==> config.mk <==
export PLATFORM = sky130hd
export DESIGN_NAME = int_iq1_issue_queue
export DESIGN_NICKNAME = d
export VERILOG_FILES = /design/src/rtl/int_iq1_issue_queue.sv
export SDC_FILE = /design/constraint.sdc
export NUM_CORES = 1
export LEC_CHECK = 0
export CAP_MARGIN = 20
export CORE_MARGIN = 5
export CORE_UTILIZATION = 55
export CTS_BUF_LIST = sky130_fd_sc_hd__clkbuf_4 sky130_fd_sc_hd__clkbuf_8
export DETAILED_ROUTE_END_ITERATION = 12
export GPL_TIMING_DRIVEN = 1
export PLACE_DENSITY_LB_ADDON = 0.1
export SLEW_MARGIN = 25
export SYNTH_ARGS = -nofsm -noshare
export SYNTH_HDL_FRONTEND = slang
export SYNTH_SLANG_ARGS = --single-unit
==> constraint.sdc <==
create_clock -name Clk -period 6.64 [get_ports Clk]
set_input_delay 1.328 -clock Clk [delete_from_list [all_inputs] [get_ports Clk]]
set_output_delay 1.328 -clock Clk [all_outputs]
set_load 0.01 [all_outputs]
==> src/rtl/int_iq1_issue_queue.sv <==
`default_nettype none
// ============================================================================
// Module  : int_iq1_issue_queue
// Brief   : 8-entry integer issue queue (IQ1) with tag wakeup and an age matrix
//           that selects the oldest ready entry into a registered issue stage.
//           Optional build macro: INTIQ1_DISPATCH_BYPASS_EN (dispatch-to-issue bypass).
// Revision: 1.0 - initial release
// ============================================================================
module int_iq1_issue_queue #(
    parameter int PAYW  = 32,
    parameter int TAGW  = 6,
    parameter int SLOTW = 5,
    parameter int DEPTH = 8
) (
    input  logic                Clk,
    input  logic                Rest,
    // dispatch
    input  logic                DispValid,
    output logic                DispReady,
    input  logic [PAYW-1:0]     DispPay,
    input  logic [TAGW-1:0]     DispSrc1Tag,
    input  logic [TAGW-1:0]     DispSrc2Tag,
    input  logic                DispSrc1Rdy,
    input  logic                DispSrc2Rdy,
    input  logic [TAGW-1:0]     DispDst,
    // free list
    input  logic [SLOTW-1:0]    FlSlot,
    input  logic                FlEmpty,
    output logic                FlRead,
    output logic                FlFreeValid,
    output logic [SLOTW-1:0]    FlFreeSlot,
    output logic                FlClean,
    // wakeup
    input  logic [1:0]          WkValid,
    input  logic [2*TAGW-1:0]   WkTag,
    input  logic                Flush,
    // issue
    output logic                IssValid,
    input  logic                IssReady,
    output logic [PAYW-1:0]     IssPay,
    output logic [TAGW-1:0]     IssSrc1Tag,
    output logic [TAGW-1:0]     IssSrc2Tag,
    output logic [TAGW-1:0]     IssDst
);

    localparam int IDXW = SLOTW - 2;

    // entry state
    logic [DEPTH-1:0] r_v;
    logic [DEPTH-1:0] r_s1rdy;
    logic [DEPTH-1:0] r_s2rdy;
    logic [DEPTH-1:0] r_old [DEPTH];
    logic [PAYW-1:0]  r_pay   [DEPTH];
    logic [TAGW-1:0]  r_s1tag [DEPTH];
    logic [TAGW-1:0]  r_s2tag [DEPTH];
    logic [TAGW-1:0]  r_dst   [DEPTH];

    logic [DEPTH-1:0] w_elig;
    logic [DEPTH-1:0] w_sel;
    logic [DEPTH-1:0] w_wk1;
    logic [DEPTH-1:0] w_wk2;
    logic [DEPTH-1:0] w_leave;
    logic [DEPTH-1:0] w_disp_oh;
    logic [DEPTH-1:0] w_row;
    logic [IDXW-1:0]  w_sel_idx;
    logic [IDXW-1:0]  w_disp_idx;
    logic             w_adv;
    logic             w_any_sel;
    logic             w_issue;
    logic             w_disp;
    logic             w_disp_s1rdy;
    logic             w_disp_s2rdy;
    logic             w_byp;
    logic             w_unused_slot_lsb;

    function automatic logic f_wake(input logic [TAGW-1:0]   tag,
                                    input logic [1:0]        wkv,
                                    input logic [2*TAGW-1:0] wkt);
        logic hit;
        hit = 1'b0;
        for (int k = 0; k < 2; k++) begin
            if (wkv[k] && (wkt[k*TAGW +: TAGW] == tag)) begin
                hit = 1'b1;
            end
        end
        return hit;
    endfunction

    assign w_elig = r_v & r_s1rdy & r_s2rdy;

    // An entry wins when no older entry is also eligible.
    generate
        for (genvar gi = 0; gi < DEPTH; gi++) begin : g_entry
            assign w_sel[gi] = w_elig[gi] && ((r_old[gi] & w_elig) == '0);
            assign w_wk1[gi] = f_wake(r_s1tag[gi], WkValid, WkTag);
            assign w_wk2[gi] = f_wake(r_s2tag[gi], WkValid, WkTag);
        end
    endgenerate

    always_comb begin
        w_sel_idx = '0;
        for (int i = 0; i < DEPTH; i++) begin
            if (w_sel[i]) begin
                w_sel_idx = IDXW'(i);
            end
        end
    end

    assign w_adv     = !IssValid || IssReady;
    assign w_any_sel = |w_sel;
    assign w_issue   = w_adv && w_any_sel && !Flush;
    assign w_leave   = w_sel & {DEPTH{w_issue}};

    assign w_disp_idx   = FlSlot[SLOTW-1:2];
    assign w_disp_s1rdy = DispSrc1Rdy || f_wake(DispSrc1Tag, WkValid, WkTag);
    assign w_disp_s2rdy = DispSrc2Rdy || f_wake(DispSrc2Tag, WkValid, WkTag);
    assign w_unused_slot_lsb = ^FlSlot[1:0];

`ifdef INTIQ1_DISPATCH_BYPASS_EN
    // Ready uop goes straight to the issue register when nothing queued can issue.
    assign w_byp = DispValid && !Flush && w_adv && (w_elig == '0)
                && w_disp_s1rdy && w_disp_s2rdy;
`else
    assign w_byp = 1'b0;
`endif

    assign DispReady = (!FlEmpty && !Flush) || w_byp;
    assign FlRead    = DispValid && DispReady && !w_byp;
    assign FlClean   = Flush;
    assign w_disp    = FlRead;

    assign w_disp_oh = w_disp ? ({{(DEPTH-1){1'b0}}, 1'b1} << w_disp_idx) : '0;
    // New entry is younger than every survivor; it never ages against itself.
    assign w_row     = r_v & ~w_leave & ~w_disp_oh;

    // payload storage: qualified by the valid bits, so no reset needed
    always_ff @(posedge Clk) begin
        if (w_disp) begin
            r_pay[w_disp_idx]   <= DispPay;
            r_s1tag[w_disp_idx] <= DispSrc1Tag;
            r_s2tag[w_disp_idx] <= DispSrc2Tag;
            r_dst[w_disp_idx]   <= DispDst;
        end
    end

    always_ff @(posedge Clk) begin
        if (Rest) begin
            r_v         <= '0;
            r_s1rdy     <= '0;
            r_s2rdy     <= '0;
            for (int i = 0; i < DEPTH; i++) begin
                r_old[i] <= '0;
            end
            IssValid    <= 1'b0;
            IssPay      <= '0;
            IssSrc1Tag  <= '0;
            IssSrc2Tag  <= '0;
            IssDst      <= '0;
            FlFreeValid <= 1'b0;
            FlFreeSlot  <= '0;
        end else if (Flush) begin
            r_v         <= '0;
            for (int i = 0; i < DEPTH; i++) begin
                r_old[i] <= '0;
            end
            IssValid    <= 1'b0;
            FlFreeValid <= 1'b0;
        end else begin
            FlFreeValid <= w_issue;
            if (w_issue) begin
                FlFreeSlot <= {w_sel_idx, 2'b00};
            end

            if (w_adv) begin
                if (w_any_sel) begin
                    IssValid   <= 1'b1;
                    IssPay     <= r_pay[w_sel_idx];
                    IssSrc1Tag <= r_s1tag[w_sel_idx];
                    IssSrc2Tag <= r_s2tag[w_sel_idx];
                    IssDst     <= r_dst[w_sel_idx];
                end else if (w_byp) begin
                    IssValid   <= 1'b1;
                    IssPay     <= DispPay;
                    IssSrc1Tag <= DispSrc1Tag;
                    IssSrc2Tag <= DispSrc2Tag;
                    IssDst     <= DispDst;
                end else begin
                    IssValid   <= 1'b0;
                end
            end

            r_v <= (r_v & ~w_leave) | w_disp_oh;

            for (int i = 0; i < DEPTH; i++) begin
                if (w_disp_oh[i]) begin
                    r_s1rdy[i] <= w_disp_s1rdy;
                    r_s2rdy[i] <= w_disp_s2rdy;
                    r_old[i]   <= w_row;
                end else begin
                    r_s1rdy[i] <= r_s1rdy[i] | w_wk1[i];
                    r_s2rdy[i] <= r_s2rdy[i] | w_wk2[i];
                    if (w_disp) begin
                        r_old[i][w_disp_idx] <= 1'b0;
                    end
                end
            end
        end
    end

endmodule
`default_nettype wire

Yosys cells after proc, flatten, opt, wreduce, memory -nomap -nowiden:

Memories as Yosys holds them, arrays and structs flattened. A register that Yosys moved wholly into a read port is not among the register bits.
Cells that the tools add are included.

* order comparisons: 2
* shift operators: 1
* eq/ne operators: 36
* reductions and logical operators: 67
* multiplexer cells: 214
* bitwise gates (word level): 113

Operators with widths (count)
* equality test 6 bit: 36
* two-way mux 8 bit: 25
* two-way mux 1 bit: 182
* AND 8 bit: 13
* OR 1 bit: 96
* logical NOT 8 bit: 8
* logical AND 1 bit: 49
* two-way mux 3 bit: 6
* NOT 8 bit: 2
* OR 8 bit: 1
* OR reduction 8 bit: 1
* << shifter 1 x 3 -> 8 bit, first input constant: 1
* less-than comparator 3 x 4 -> 1 bit, second input constant: 1
* demux 1 bit (select 3 bit): 1
* greater-or-equal comparator 3 x 1 -> 1 bit, second input constant: 1
* logical NOT 1 bit: 3
* logical OR 1 bit: 3
* AND reduction 3 bit: 1
* AND reduction 2 bit: 1
* OR reduction 2 bit: 1
* NOT 1 bit: 1

* input bits: 77
* memories kept: 5
* output and inout bits: 60
* register bits after elaboration: 29
* word-level logic and storage cells: 444
* memory bits (writable): 464

Memory list
* r_pay: words 8, width 32, rd ports 1, clocked after memory_dff 1, wr ports 1, line 53 `logic [PAYW-1:0] r_pay [DEPTH];`
* r_old: words 8, width 8, rd ports 8, clocked after memory_dff 0, wr ports 8, line 52 `logic [DEPTH-1:0] r_old [DEPTH];`
* r_dst: words 8, width 6, rd ports 1, clocked after memory_dff 1, wr ports 1, line 56 `logic [TAGW-1:0] r_dst [DEPTH];`
* r_s1tag: words 8, width 6, rd ports 9, clocked after memory_dff 1, wr ports 1, line 54 `logic [TAGW-1:0] r_s1tag [DEPTH];`
* r_s2tag: words 8, width 6, rd ports 9, clocked after memory_dff 1, wr ports 1, line 55 `logic [TAGW-1:0] r_s2tag [DEPTH];`

Longest topological paths before layout:

Gate-level depths: netlist (run 1).

* depth in word-level cells: 14
* depth in mapped cells: 12
* mapped depth without buffers: 9

Least setup slack after synthesis (run 1):

No wires, ideal clock.

* path kind: input port to flip-flop
* start point: input port Flush
* end point: memory r_old[2][2] (netlist: r_old[0][18]) (enable)
* setup time: 295 ps
* required time: 6345 ps
* arrival: 3566 ps
* stages on the path: 8
* slack: 2779 ps
* path buffers: 1
* cells stage by stage: nor2_1 -> nand2_1 -> nor2_1 -> nand2_1 -> inv_1 -> nor2_1 -> clkbuf_1 -> inv_1

RTL lines
* start, declared: line 36 `input logic Flush,`
* end, declared: line 52

Worst setup path in the final report (run 1):

* start point: input port Flush
* end point: output port FlRead

* word-level cells in the longest chain between the ends: 3

Ends and longest elaborated chain
* logical NOT 1 bit: line 127 `assign DispReady = (!FlEmpty && !Flush) || w_byp;`
* logical AND 1 bit: line 127
* logical AND 1 bit: line 128 `assign FlRead = DispValid && DispReady && !w_byp;`
* end, declared: line 29 `output logic FlRead,`

No other way between the ends.

==> results of run 1 <==
-- worst reg2reg max path, cell delays in order, from the launching register on --
cell and delay [ps]:
dfxtp_1 600, nand3_1 440, a211o_1 420, nor3_2 460
o211ai_1 310, nand2_4 550, buf_12 600, mux2i_1 360
o22ai_1 120, a221o_1 320
-- cell families after synthesis --
kind of cell,count (synthesis),share of synthesized area [%]
muxes,117,4.925
buffers and inverters,144,2.857
xor gates and xnor gates,216,7.956
DFF,543,64.91
AOI/OAI and AO/OA,288,10.33
other,1,0.01577
and+or+nand+nor,449,9.003
-- registers in the layout, indices dropped and copies added, names as in the netlist --
signal       count
r_s2rdy          8
IssPay          32
IssDst           6
r_dst           48
r_v              8
r_old           64
r_s2tag         48
FlFreeValid      1
IssSrc1Tag       6
r_s1tag         48
r_s1rdy          8
FlFreeSlot       3
IssSrc2Tag       6
IssValid         1
r_pay          256
-- worst paths after layout --
check	start	end	slack, ps	depth (start not counted)
worst max register to register	r_s1rdy[3]	IssPay[26]	2330	9
worst min register to register	IssPay[14]	IssPay[14]	490	1
worst min-delay path	IssPay[14]	IssPay[14]	490	1
worst max-delay path	Flush	FlRead	2170	6
-- layout make-up --
class	count	area share [%]
multi-input cells	1079	28.04
flip-flops and latches	543	55.93
inverters	26	0.3581
repair buffers	172	6.011
well taps	585	2.652
clock buffers	140	6.279
diodes	1	0.009067
clock inverters	29	0.7208
-- stage by stage --
step | area (sq um) | util, % | worst slack (ps)
3_5_place_dp | 25650 | 59.82 | 1904
5_1_grt | 27600 | 64.35 | 2083
2_1_floorplan | 23810 | - | 2779
4_1_cts | 27590 | 64.32 | 2185
3_3_place_gp | 25650 | 59.82 | 1932
6_report | 27600 | 64.35 | 2166
-- power by group --
part | internal, mW | switching [mW]
clock network | 1.74 | 1.35
registers | 3.74 | 0.0224
logic | 0.110 | 0.183
total | 5.59 | 1.55
-- layout by cell type, fill, tap and decap left out, drive strengths merged, types with 30 or more instances in the layout --
master         count
a21oi             83
nor4              45
mux2i            117
edfxtp           456
dfxtp             87
nand4             64
buf               40
xnor2            108
o22ai             30
nor2              90
clkbuf           140
a221o             47
a221oi            47
nand2            180
xor2             108
clkdlybuf4s50    132
-- per-layer routing --
| metal | vias up | track usage (%) |
|---|---|---|
| met3 | 133 | 5.151 |
| met1 | 7919 | 37.59 |
| li1 | 7020 | - |
| met5 | - | 0 |
| met4 | 0 | 10.38 |
| met2 | 723 | 42.29 |
==> summary.md, run 1 <==
| Metric | Value |
|---|---|
| Wire per inst | between 20 and 30 microns |
| Max-slew violation count | 0 |
| Reg area | about 15,000 sq um |
| Largest net degree at the start of global routing | 117 |
| Vias | between 15,000 and 20,000 |
| Cell mode on critical path | clkdlybuf4s50_1 |
| Number of hold buffers added after CTS | 0 |
| DP HPWL | 37.89 mm |
| Vias/cell | a little over 6 |
| Post-synth EDFFs | approximately 460 |
| Seq cells post-synth | roughly 540 |
| Proportion of layout cells with a drive suffix above 1 | between 10 and 15% |
| GR Util All Layers | 26.92% |
| Clk_skew | between 50 and 60 ps |
| RSZ-0062 raised after global routing | no |
| Leak | 9.551 nW |
| Worst slew margin | about a quarter |
| Outcome | complete, no violations |
| Clk_lat worst skew | 690 ps |
| Gr ovfl total | 0 |
| Fin crit period | 4474 ps |
| Synth top cells by count | 456 x edfxtp_1, 179 x nand2_1, 117 x mux2i_1 |
| Worst vdd ir | 0.1590 mV |
| CTS tree | yes |
| # rows | between 70 and 80 |
| Final net count | roughly 2,000 |
| DRT Wirelength | between 60 and 70 mm |
| Reg clk slew, reported paths | around 60 ps |
| CTS root buf | clkbuf_8 |
| CTS buffer count | 90 |
| Vias in the first global route | 15,820 |
| Die ar. | between 40,000 and 50,000 sq um |
| Multi-input logic area | a little under 8000 sq um |
| FMAX | 223.5 MHz |
| Initial Util | 55.44% |
| Top Ports | approximately 140 |
| Clock tree buffer depth | 3 |
| Most area-consuming cells after synthesis | edfxtp_1 58%, dfxtp_1 7.3%, mux2i_1 4.9%, xnor2_1 4.0%, xor2_1 4.0% |
| CP arrival | 3150 ps |
| Max-Cap Viols | 0 |
| Top delay family on crit path | buffers and inverters |
| Fillcell total | around 3,200 |
| Post-route insts no fill | approximately 2,600 |
| Die Wd | between 200 and 250 microns |
| Setup crit end kind | output pin |
| Clock tree sinks | between 500 and 600 |
| Worst-margin pin slew | 1120 ps |
| Uppermost layer routed | met4 |
| Final setup violation count | 0 |
| Post-synthesis cell count | roughly 1,800 |
| DR pass1 iterations | 5 |
| Mapped cell area | between 20,000 and 25,000 sq um |
| Tightest Hold Check Type | flop to flop |
| Initial drt markers | about 1,500 |
| CP required | 5310 ps |
| Sequential element share of the synthesized area | between 60 and 70% |
| First-pass GRT wire length | between 90 and 100 mm |
| CP Launch Type | input port |
| Placed cell count | approximately 2,400 |
| Largest area contributor in the netlist | edfxtp_1 |
| Syn_area_per_cell | about 14 sq um |
| Crit Path Class | input port to output pin |
| Most frequent cell after synthesis | edfxtp_1 |
| Crit path max-delay cell type | clkdlybuf4s50_1 |
| Post-cts gate resize count | 0 |
| DR WL met3 | 5.188 mm |
| WP buf/inv | 4 |
| CP max stage delay | between 500 and 600 ps |
| Unique cell type count in the Yosys netlist | 53 |
| Initial antenna violation count | 2 |
| Final hold viol count | 0 |
| H-tree depth | 3 |
| Critical path peak fanout | 24 |
| CP cell instances | clkdlybuf4s50_1 > buf_4 > nor2_1 > nand2_1 > inv_1 > clkdlybuf4s50_1 |
| Die Y-Extent | 217.9 microns |
| Layout area overhead | 16.07% |
| Final worst path period share | roughly two thirds |
| DRC | 0 |
| Sum Neg Setup Slack | 0 ps |
| Antenna-violating nets left | 0 |
| Primary FF master, synth | edfxtp_1 |
| Ys Warns | 0 |
| Routability cong. | 0.9186 |
| Pwr/cell area | 258.9 nW/um^2 |
| Synth top area share | between 50% and 60% |
| DRT met1 WL | 27.41 mm |
| Asr flop ratio synth | 0% |
| Setup Buffers After CTS | 0 |
| Core ar. | ~43,000 sq um |
| Buffers on Ports | roughly 130 |
| Met2 wire length | roughly 30 mm |
| Pwr Total | ~7.1 mW |
| Final hold slack | between 400 and 500 ps |
(Power assumes the default switching activity.)
==> run 2, diff against run 1 <==
clock period = 4.3 ns   (was 6.64 ns; I/O delays follow)
==> summary.md, run 2 (synthesized netlist as in run 1, its figures left out) <==
| Metric | Value |
|---|---|
| Die ar. | between 40,000 and 50,000 sq um |
| Worst-margin pin slew | roughly 1000 ps |
| RSZ-0062 raised after global routing | no |
| GR Util All Layers | around 28% |
| DRT Wirelength | about 67 mm |
| Proportion of layout cells with a drive suffix above 1 | between 10% and 20% |
| CP required | approximately 4900 ps |
| Final hold viol count | 0 |
| Vias | ~16,000 |
| Setup Buffers After CTS | 0 |
| Core ar. | 42,890 sq um |
| Outcome | complete, no violations |
| # rows | 76 |
| R2r setup slk | approximately 680 ps |
| Wire per inst | 25.63 microns |
| H-tree depth | 3 |
| DR pass1 iterations | 5 |
| Number of hold buffers added after CTS | 0 |
| Critical path peak fanout | just under 80 |
| Clock tree sinks | 543 |
| Clk_lat worst skew | between 600 and 700 ps |
| Commonest non-fill, non-tap cell in the layout | edfxtp_1 |
| Final Util | about 65% |
| Vias/cell | 6.139 |
| First-pass GRT wire length | between 90 and 100 mm |
| Largest net degree at the start of global routing | between 70 and 80 |
| DRC | 0 |
| Clock tree buffer depth | 3 |
| Gr ovfl total | 0 |
| Reg clk slew, reported paths | around 60 ps |
| Final worst path period share | between 80% and 90% |
| Vias in the first global route | 15,940 |
| DP HPWL | just over 40 mm |
| Worst vdd ir | 0.2843 mV |
| Crit Path Class | flop to flop |
| Top Ports | 137 |
| Setup crit end kind | flop |
| Tightest Hold Check Type | flop to flop |
| Die Wd | roughly 220 microns |
| Antenna-violating nets left | 0 |
| CTS buffer count | 89 |
| FMAX | about 280 MHz |
| Die Y-Extent | between 200 and 250 microns |
| CTS root buf | clkbuf_8 |
| Initial drt markers | 1,271 |
| Commonest non-fill, non-tap cells in the layout | 456 x edfxtp_1, 178 x nand2_1, 132 x clkdlybuf4s50_1 |
| Post-cts gate resize count | 0 |
| CTS tree | yes |
| Max-slew violation count | 0 |
| Routability cong. | 0.9369 |
| Pwr/cell area | 391.2 nW/um^2 |
| Initial antenna violation count | 2 |
| Leak | ~9.7 nW |
| Fin crit period | ~3600 ps |
| Worst slew margin | a little over a third |
| Final net count | between 2,000 and 2,500 |
| Sum Neg Setup Slack | 0 ps |
| Initial Util | a little under three fifths |
| Top flop regs | r_pay x256, r_old x64 |
| Number of flip-flops in the largest register | ~260 |
| Clk_skew | ~45 ps |
| Buffers on Ports | between 100 and 150 |
| Layout area overhead | 17.39% |
| Final setup violation count | 0 |
| Pwr Total | around 11 mW |
| Biggest register | r_pay |
| CP arrival | approximately 4200 ps |
| Max-Cap Viols | 0 |
| CP Launch Type | flop |
==> run 2: changes by cell type in the layout (fill, tap and decap cells not counted), sizes merged <==
cell | before | now
clkinv | 26 | 11
clkbuf | 140 | 149
bufinv | 2 | 0
inv | 26 | 30
clkinvlp | 1 | 0
buf | 40 | 66
==> run 2: worst max-delay path, cell delays in order (launching register included) <==
cell and delay (ps):
dfxtp_1 490, nand3_1 390, a211o_1 420, nor3_2 450, o211ai_1 310, nand2_4 210, buf_12 380, buf_12 280
a32oi_1 160, a221o_1 350
==> run 2: per-layer routing <==
| metal | vias up | GRT usage (%) | part of all wire [%] |
|---|---|---|---|
| li1 | 7069 | - | - |
| met1 | 8028 | 38.74 | 42 |
| met2 | 687 | 43.72 | 47 |
| met3 | 148 | 5.761 | 7.8 |
| met4 | 4 | 9.441 | 3.2 |
| met5 | - | 0 | 0.041 |
==> run 2: metrics by stage <==
step | cells | worst slack, ps | hold WS (ps) | cell area [sq um]
after CTS | 2595 | 734.8 | 491.3 | 27910
final | 2596 | 682.5 | 492.0 | 27910
after detailed placement | 2431 | 738.6 | 476.8 | 26050
after floorplan | 1766 | 907.0 | 450.2 | 23810
after global placement | 2431 | 533.4 | 473.5 | 26040
after global routing | 2595 | 522.1 | 501.1 | 27910
==> run 2: area by class of cell <==
type | count | area [sq um]
Multi-Input combinational cell | 1079 | 7740
Inverter | 26 | 97.59
Clock inverter | 15 | 107.6
Timing Repair Buffer | 198 | 2042
Clock buffer | 149 | 1757
Antenna cell | 1 | 2.502
Fill cell | 3180 | 14970
Sequential cell | 543 | 15430
Tap cell | 585 | 732.0
==> run 2: path summary, 6_finish.rpt <==
| path | start | endpoint | cells past startpoint |
|---|---|---|---|
| worst max-delay path | r_s2rdy[3] | IssDst[0] | 9 |
| worst min-delay path | IssPay[1] | IssPay[1] | 1 |
| worst max register to register | r_s2rdy[3] | IssDst[0] | 9 |
| worst min register to register | IssPay[1] | IssPay[1] | 1 |
==> run 2: where the power goes <==
part	total [mW]	switching [mW]	internal, mW
logic	0.473	0.293	0.181
clock network	4.64	2.05	2.59
registers	5.81	0.0338	5.78
